--- src/rtl/conv_pkg.sv ---
// Shared definitions for the 3x3 convolution front end and its ALU.
package conv_pkg;

    localparam int PIX_W = 8;    // pixel and coefficient width
    localparam int K     = 3;    // kernel edge
    localparam int NCOEF = 9;    // K*K coefficients
    localparam int ACC_W = 20;   // ALU accumulator width

    typedef enum logic [2:0] {
        IDLE      = 3'd0,
        LOAD_COEF = 3'd1,
        FILL      = 3'd2,
        RUN       = 3'd3,
        DONE      = 3'd4
    } state_t;

endpackage

--- src/rtl/line_buffer.sv ---
// One image row of pixels: combinational read, synchronous write, same address.
// Contents are never reset; every location is rewritten before it is read.
module line_buffer
    import conv_pkg::*;
#(
    parameter int IMG_W = 32,
    parameter int AW    = (IMG_W > 1) ? $clog2(IMG_W) : 1
) (
    input  logic             clk,
    input  logic             we,
    input  logic [AW-1:0]    addr,
    input  logic [PIX_W-1:0] wdata,
    output logic [PIX_W-1:0] rdata
);

    logic [PIX_W-1:0] mem [IMG_W];

    // Read returns the old value in the write cycle (read-before-write).
    assign rdata = mem[addr];

    // Row storage update on pixel acceptance.
    always_ff @(posedge clk) begin
        if (we) mem[addr] <= wdata;
    end

endmodule

--- src/rtl/conv_window_feeder.sv ---
// Coefficient loader, two-row line buffer and 3x3 window generator feeding
// the convolution ALU. One alu_en pulse per unpadded output position.
module conv_window_feeder
    import conv_pkg::*;
#(
    parameter int IMG_W = 32,
    parameter int IMG_H = 32
) (
    input  logic                   clk,
    input  logic                   rst,
    input  logic                   start,
    input  logic [PIX_W-1:0]       coef_in,
    input  logic                   coef_valid,
    output logic                   coef_ready,
    input  logic [PIX_W-1:0]       pix_in,
    input  logic                   pix_valid,
    output logic                   pix_ready,
    output logic [NCOEF*PIX_W-1:0] filter,
    output logic [K*PIX_W-1:0]     line1,
    output logic [K*PIX_W-1:0]     line2,
    output logic [K*PIX_W-1:0]     line3,
    output logic                   alu_en,
    output logic                   busy,
    output logic                   frame_done
);

    localparam int CW = (IMG_W > 1) ? $clog2(IMG_W) : 1;
    // One spare bit: row steps to IMG_H on the final pixel of the frame.
    localparam int RW = $clog2(IMG_H) + 1;

    state_t            state;
    logic [3:0]        coef_idx;
    logic [CW-1:0]     col;
    logic [RW-1:0]     row;
    logic [PIX_W-1:0]  lb0_rd, lb1_rd;

    // Only the two older columns are stored; the newest column is the live
    // line-buffer read / pixel, so the window is {live, sr}.
    logic [2*PIX_W-1:0] sr_top, sr_mid, sr_bot;

    logic coef_acc, pix_acc, win_hit, last_pix, frame_start;

    assign coef_ready  = (state == LOAD_COEF);
    assign pix_ready   = (state == FILL) || (state == RUN);
    assign busy        = (state != IDLE);

    assign coef_acc    = coef_valid && coef_ready;
    assign pix_acc     = pix_valid && pix_ready;
    assign frame_start = (state == IDLE) && start;
    assign win_hit     = pix_acc && (row >= RW'(2)) && (col >= CW'(2));
    assign last_pix    = pix_acc && (row == RW'(IMG_H-1)) && (col == CW'(IMG_W-1));

    // Frame sequencing.
    always_ff @(posedge clk or posedge rst) begin
        if (rst) begin
            state <= IDLE;
        end else begin
            case (state)
                IDLE:      if (start) state <= LOAD_COEF;
                LOAD_COEF: if (coef_acc && coef_idx == 4'(NCOEF-1)) state <= FILL;
                FILL:      if (pix_acc && row == RW'(2)) state <= RUN;
                RUN:       if (last_pix) state <= DONE;
                DONE:      state <= IDLE;
                default:   state <= IDLE;
            endcase
        end
    end

    // Coefficient capture, byte k of filter on beat k.
    always_ff @(posedge clk or posedge rst) begin
        if (rst) begin
            filter   <= '0;
            coef_idx <= '0;
        end else if (frame_start) begin
            coef_idx <= '0;
        end else if (coef_acc) begin
            filter[coef_idx*PIX_W +: PIX_W] <= coef_in;
            coef_idx                        <= coef_idx + 4'd1;
        end
    end

    // Raster position of the next pixel; advances only on acceptance.
    always_ff @(posedge clk or posedge rst) begin
        if (rst) begin
            col <= '0;
            row <= '0;
        end else if (frame_start) begin
            col <= '0;
            row <= '0;
        end else if (pix_acc) begin
            if (col == CW'(IMG_W-1)) begin
                col <= '0;
                row <= row + RW'(1);
            end else begin
                col <= col + CW'(1);
            end
        end
    end

    // LB0 holds row r-1, LB1 holds row r-2; on acceptance the column
    // moves down one buffer and the new pixel enters LB0.
    line_buffer #(.IMG_W(IMG_W), .AW(CW)) u_lb0 (
        .clk   (clk),
        .we    (pix_acc),
        .addr  (col),
        .wdata (pix_in),
        .rdata (lb0_rd)
    );

    line_buffer #(.IMG_W(IMG_W), .AW(CW)) u_lb1 (
        .clk   (clk),
        .we    (pix_acc),
        .addr  (col),
        .wdata (lb0_rd),
        .rdata (lb1_rd)
    );

    // Column shift registers: newest column enters at the top byte.
    always_ff @(posedge clk or posedge rst) begin
        if (rst) begin
            sr_top <= '0;
            sr_mid <= '0;
            sr_bot <= '0;
        end else if (pix_acc) begin
            sr_top <= {lb1_rd, sr_top[2*PIX_W-1:PIX_W]};
            sr_mid <= {lb0_rd, sr_mid[2*PIX_W-1:PIX_W]};
            sr_bot <= {pix_in, sr_bot[2*PIX_W-1:PIX_W]};
        end
    end

    // Window presentation; columns 0-1 and rows 0-1 never emit, which keeps
    // stale columns from the previous row out of every window.
    always_ff @(posedge clk or posedge rst) begin
        if (rst) begin
            alu_en <= 1'b0;
            line1  <= '0;
            line2  <= '0;
            line3  <= '0;
        end else begin
            alu_en <= win_hit;
            if (win_hit) begin
                line1 <= {lb1_rd, sr_top};
                line2 <= {lb0_rd, sr_mid};
                line3 <= {pix_in, sr_bot};
            end
        end
    end

    // End-of-frame pulse lands the cycle after the last window.
    always_ff @(posedge clk or posedge rst) begin
        if (rst) frame_done <= 1'b0;
        else     frame_done <= (state == DONE);
    end

endmodule

--- config.mk ---
export PLATFORM = sky130hd
export DESIGN_NAME = conv_window_feeder
export DESIGN_NICKNAME = d
export VERILOG_FILES = /design/src/rtl/conv_pkg.sv /design/src/rtl/line_buffer.sv /design/src/rtl/conv_window_feeder.sv
export SDC_FILE = /design/constraint.sdc
export NUM_CORES = 1
export LEC_CHECK = 0
export CAP_MARGIN = 40
export CORE_MARGIN = 2
export CORE_UTILIZATION = 50
export DETAILED_ROUTE_END_ITERATION = 10
export GPL_ROUTABILITY_DRIVEN = 0
export PLACE_DENSITY = 0.69
export SLEW_MARGIN = 15
export SYNTH_ARGS = -nofsm -noshare
export SYNTH_HDL_FRONTEND = slang
export SYNTH_SLANG_ARGS = --single-unit
--- constraint.sdc ---
create_clock -name clk -period 10.9 [get_ports clk]
set_input_delay 3.27 -clock clk [delete_from_list [all_inputs] [get_ports clk]]
set_output_delay 3.27 -clock clk [all_outputs]
set_load 0.02 [all_outputs]
==> run_results.csv <==
group,metric,value,unit
min_path,min_delay_path_depth,2,
route,drtIter0Drc,1791,
finish,regArea,20680,sq um
route,detail-route-antenna-nets,0,
global_routing,grt-ovfl-total,0,
pwr,p_leak,12.54,nW
route,routed_wl,71430,um
synth,syn-num-nets,1830,
setup_path,r2r_setup_slack,6.51,ns
setup_path,critical_path_class,"primary input to flip-flop",
finish,antennaDiodeCount,0,
route,vias,16590,
clock_network,postCtsHoldBufs,0,
finish,finish.utilization,59.85,%
global_routing,track_usage,24.25,%
finish,final_common_cell,"edfxtp_1",
setup_path,reg2regPathDepth,8,
synth,syn_avg_cell_area,15.70,sq um
setup_path,critPathArrivalTime,6.09,ns
clock_network,cts-root-buf,"clkbuf_16",
global_routing,grt_pass1_vias,16260,
synth,synth_edf_count,512,
setup_path,critPathBufInv,3,
outcome,status,"finished clean",
synth,synth_area_leader_cell,"edfxtp_1",
placement,dp_hpwl,46490,um
finish,area_growth,19.02,%
setup_path,regToRegStartpoint,"col[1]",
finish,layout.nets,2059,
setup_path,cp.required,11.22,ns
synth,synthTopCellsByArea,"edfxtp_1 54%, dfrtp_1 19%, mux2i_1 9.3%",
timing,final-hold-violation-count,0,
timing,finalCritPeriodShare,52.97,%
floorplanning,die_area,58410,sq um
placement,dp_cells,2697,
synth,ys_seq_area_share,73.22,%
pwr,powerDensity,264.7,nW/um^2
finish,drive_gt1_share,15.16,%
floorplanning,row_count,87,
setup_path,cp_common_cell,"buf_4",
finish,final_cell_mix,"512 x edfxtp_1, 263 x mux2i_1, 211 x dfrtp_1, 161 x clkdlybuf4s50_1, 151 x nand2_1",
finish,multi_input_area,7009,sq um
clock_network,cts.clk_slew.worst_paths,0.06,ns
global_routing,grt_start_max_net_pins,108,
clock_network,post_cts_buffers,0,
setup_path,path_cells,"clkdlybuf4s50_1 > and3b_2 > buf_4 > nand2_1 > nor2_1 > buf_4",
finish,fill_cells,4237,
setup_path,r2r-end,"u_lb1.mem[12][6]",
timing,tightestPinTransition,0.9940,ns
route,routed.top_layer,"met4",
synth,netlist_area,28240,sq um
clock_network,insertion_delay,0.62,ns
route,drt-vias-per-instance,5.839,
timing,rsz0062_at_grt,"false",
route,met2_length,33610,um
global_routing,antenna_found_initial,0,
timing,tns,0,ns
finish,layout.cells.non_filler,2841,
setup_path,worstPathMaxFanout,71,
synth,synth-seq-cells,724,
route,route.met3.wl,6275,um
route,drc,0,
route,wire_per_inst,25.14,um
floorplanning,io_pins,170,
setup_path,crit_path_end_kind,"flip-flop",
clock_network,post_cts_resized,0,
min_path,worstHoldStart,"sr_mid[0]",
clock_network,cts_tree,"done",
min_path,min_path_type,"flip-flop to flip-flop",
clock_network,cts_buffer_depth,3,
synth,synth-async-reset-ratio,29.28,%
synth,yosysWarnings,0,
floorplanning,start_util,50.29,%
floorplanning,core,56170,sq um
setup_path,critPathLaunchType,"primary input",
synth,synth_top_cell_area_share,54.43,%
setup_path,slowest_stage,"nor2_1",
placement,port_buffers,169,
synth,syn_inst,1799,
clock_network,h-tree-depth,3,
timing,relSlewSlack,33.12,%
min_path,holdPathEnd,"sr_mid[0]",
clock_network,numCtsBuffers,74,
setup_path,max_stage_delay,0.65,ns
floorplanning,die_y,241.7,um
flow_run,maxCapViolations,0,
synth,synth_cell_types,54,
pwr,ir_drop,0.0002000,V
synth,ys.flop_type,"edfxtp_1",
timing,skew,0.02813,ns
setup_path,path_delay_family,"buffers and inverters",
clock_network,cts_sinks,724,
timing,setup_viol,0,
floorplanning,die_w,241.7,um
timing,period_minus_slack,5.774,ns
route,dr.pass1.iters,7,
global_routing,grt_pass1_wl,105700,um
timing,fmax,173.2,MHz
timing,slew_viol_final,0,
route,wl_met1,29000,um
## worst register-to-register path: stages, from the launching register on
cell and delay (ns):
dfrtp_4 0.79, buf_4 0.26, buf_16 0.31, buf_4 0.67, mux2i_1 0.33, o22ai_1 0.20, nor4_1 0.58, nand2_1 0.52
buf_4 0.41
## metal layers
| metal | global-route usage [%] | vias up |
|---|---|---|
| met1 | 33.16 | 8379 |
| met5 | 0 | - |
| li1 | - | 7311 |
| met3 | 5.472 | 138 |
| met4 | 8.878 | 0 |
| met2 | 38.35 | 760 |
## state kept, by name (all words and copies together) (netlist names), 24 cells and up
| signal | count |
|---|---|
| u_lb0.mem | 256 |
| u_lb1.mem | 256 |
| filter | 72 |
| line1 | 24 |
| line2 | 24 |
| line3 | 24 |
## synth_stat cells, drive strengths merged (19+ instances only)
| master | instances |
|---|---|
| nand2 | 151 |
| dfrtp | 212 |
| clkbuf | 36 |
| edfxtp | 512 |
| o21ai | 37 |
| a31oi | 33 |
| mux2 | 91 |
| nor4 | 34 |
| nand3 | 21 |
| and2 | 19 |
| buf | 67 |
| inv | 25 |
| nor2 | 83 |
| o22ai | 128 |
| mux2i | 263 |
## power by group
group / leakage [nW] / internal, mW / switching [mW] / total, mW
Combinational: 4.12 / 0.897 / 1.65 / 2.55
Sequential: 7.23 / 3.62 / 0.219 / 3.84
Clock: 1.19 / 1.48 / 1.04 / 2.51
Total: 12.5 / 5.99 / 2.91 / 8.90
## area by class of cell
class                   count  share of cell area, %
well taps                 756                  2.814
inverters                  25                 0.3015
repair buffers            256                  7.328
flip-flops and latches    724                  61.53
multi-input cells         947                  20.85
clock buffers              92                  5.955
clock inverters            41                  1.225
## kinds of logic after synthesis
| group | after synthesis | synth area share [%] |
|---|---|---|
| multiplexers | 354 | 12.95 |
| adder cells (fa/ha/maj) | 10 | 0.4430 |
| flip-flops | 724 | 73.22 |
| AND/OR/NAND/NOR | 358 | 6.140 |
| AO/OA/AOI/OAI | 217 | 4.886 |
| buffers and inverters | 128 | 2.117 |
| XOR/XNOR | 8 | 0.2481 |
## worst max-delay path by stage
| stage | from | to | slack [ns] | cells past startpoint |
|---|---|---|---|---|
| floorplan | rst | alu_en | 1.84 | 1 |
| global placement | pix_valid | u_lb0.mem[2][0] | 4.34 | 5 |
| detailed placement | pix_valid | u_lb0.mem[24][0] | 4.57 | 6 |
| CTS | pix_valid | u_lb0.mem[24][3] | 5.22 | 6 |
| global route | pix_valid | u_lb0.mem[24][6] | 5.04 | 6 |
| finish | pix_valid | u_lb0.mem[24][2] | 5.13 | 6 |
## per-stage QoR
stage | cell area [sq um] | total power, mW | hold slack, ns | worst slack, ns
6_report | 33620 | 8.899 | 0.4709 | 5.126
5_1_grt | 33620 | 9.193 | 0.4958 | 5.038
4_1_cts | 33450 | 8.868 | 0.4735 | 5.220
3_5_place_dp | 31040 | 6.360 | 0.4571 | 4.566
3_3_place_gp | 30820 | 6.262 | 0.4556 | 4.344
2_1_floorplan | 28240 | 5.195 | 0.4402 | 1.836
No activity file was read; power rests on OpenSTA's default activity.
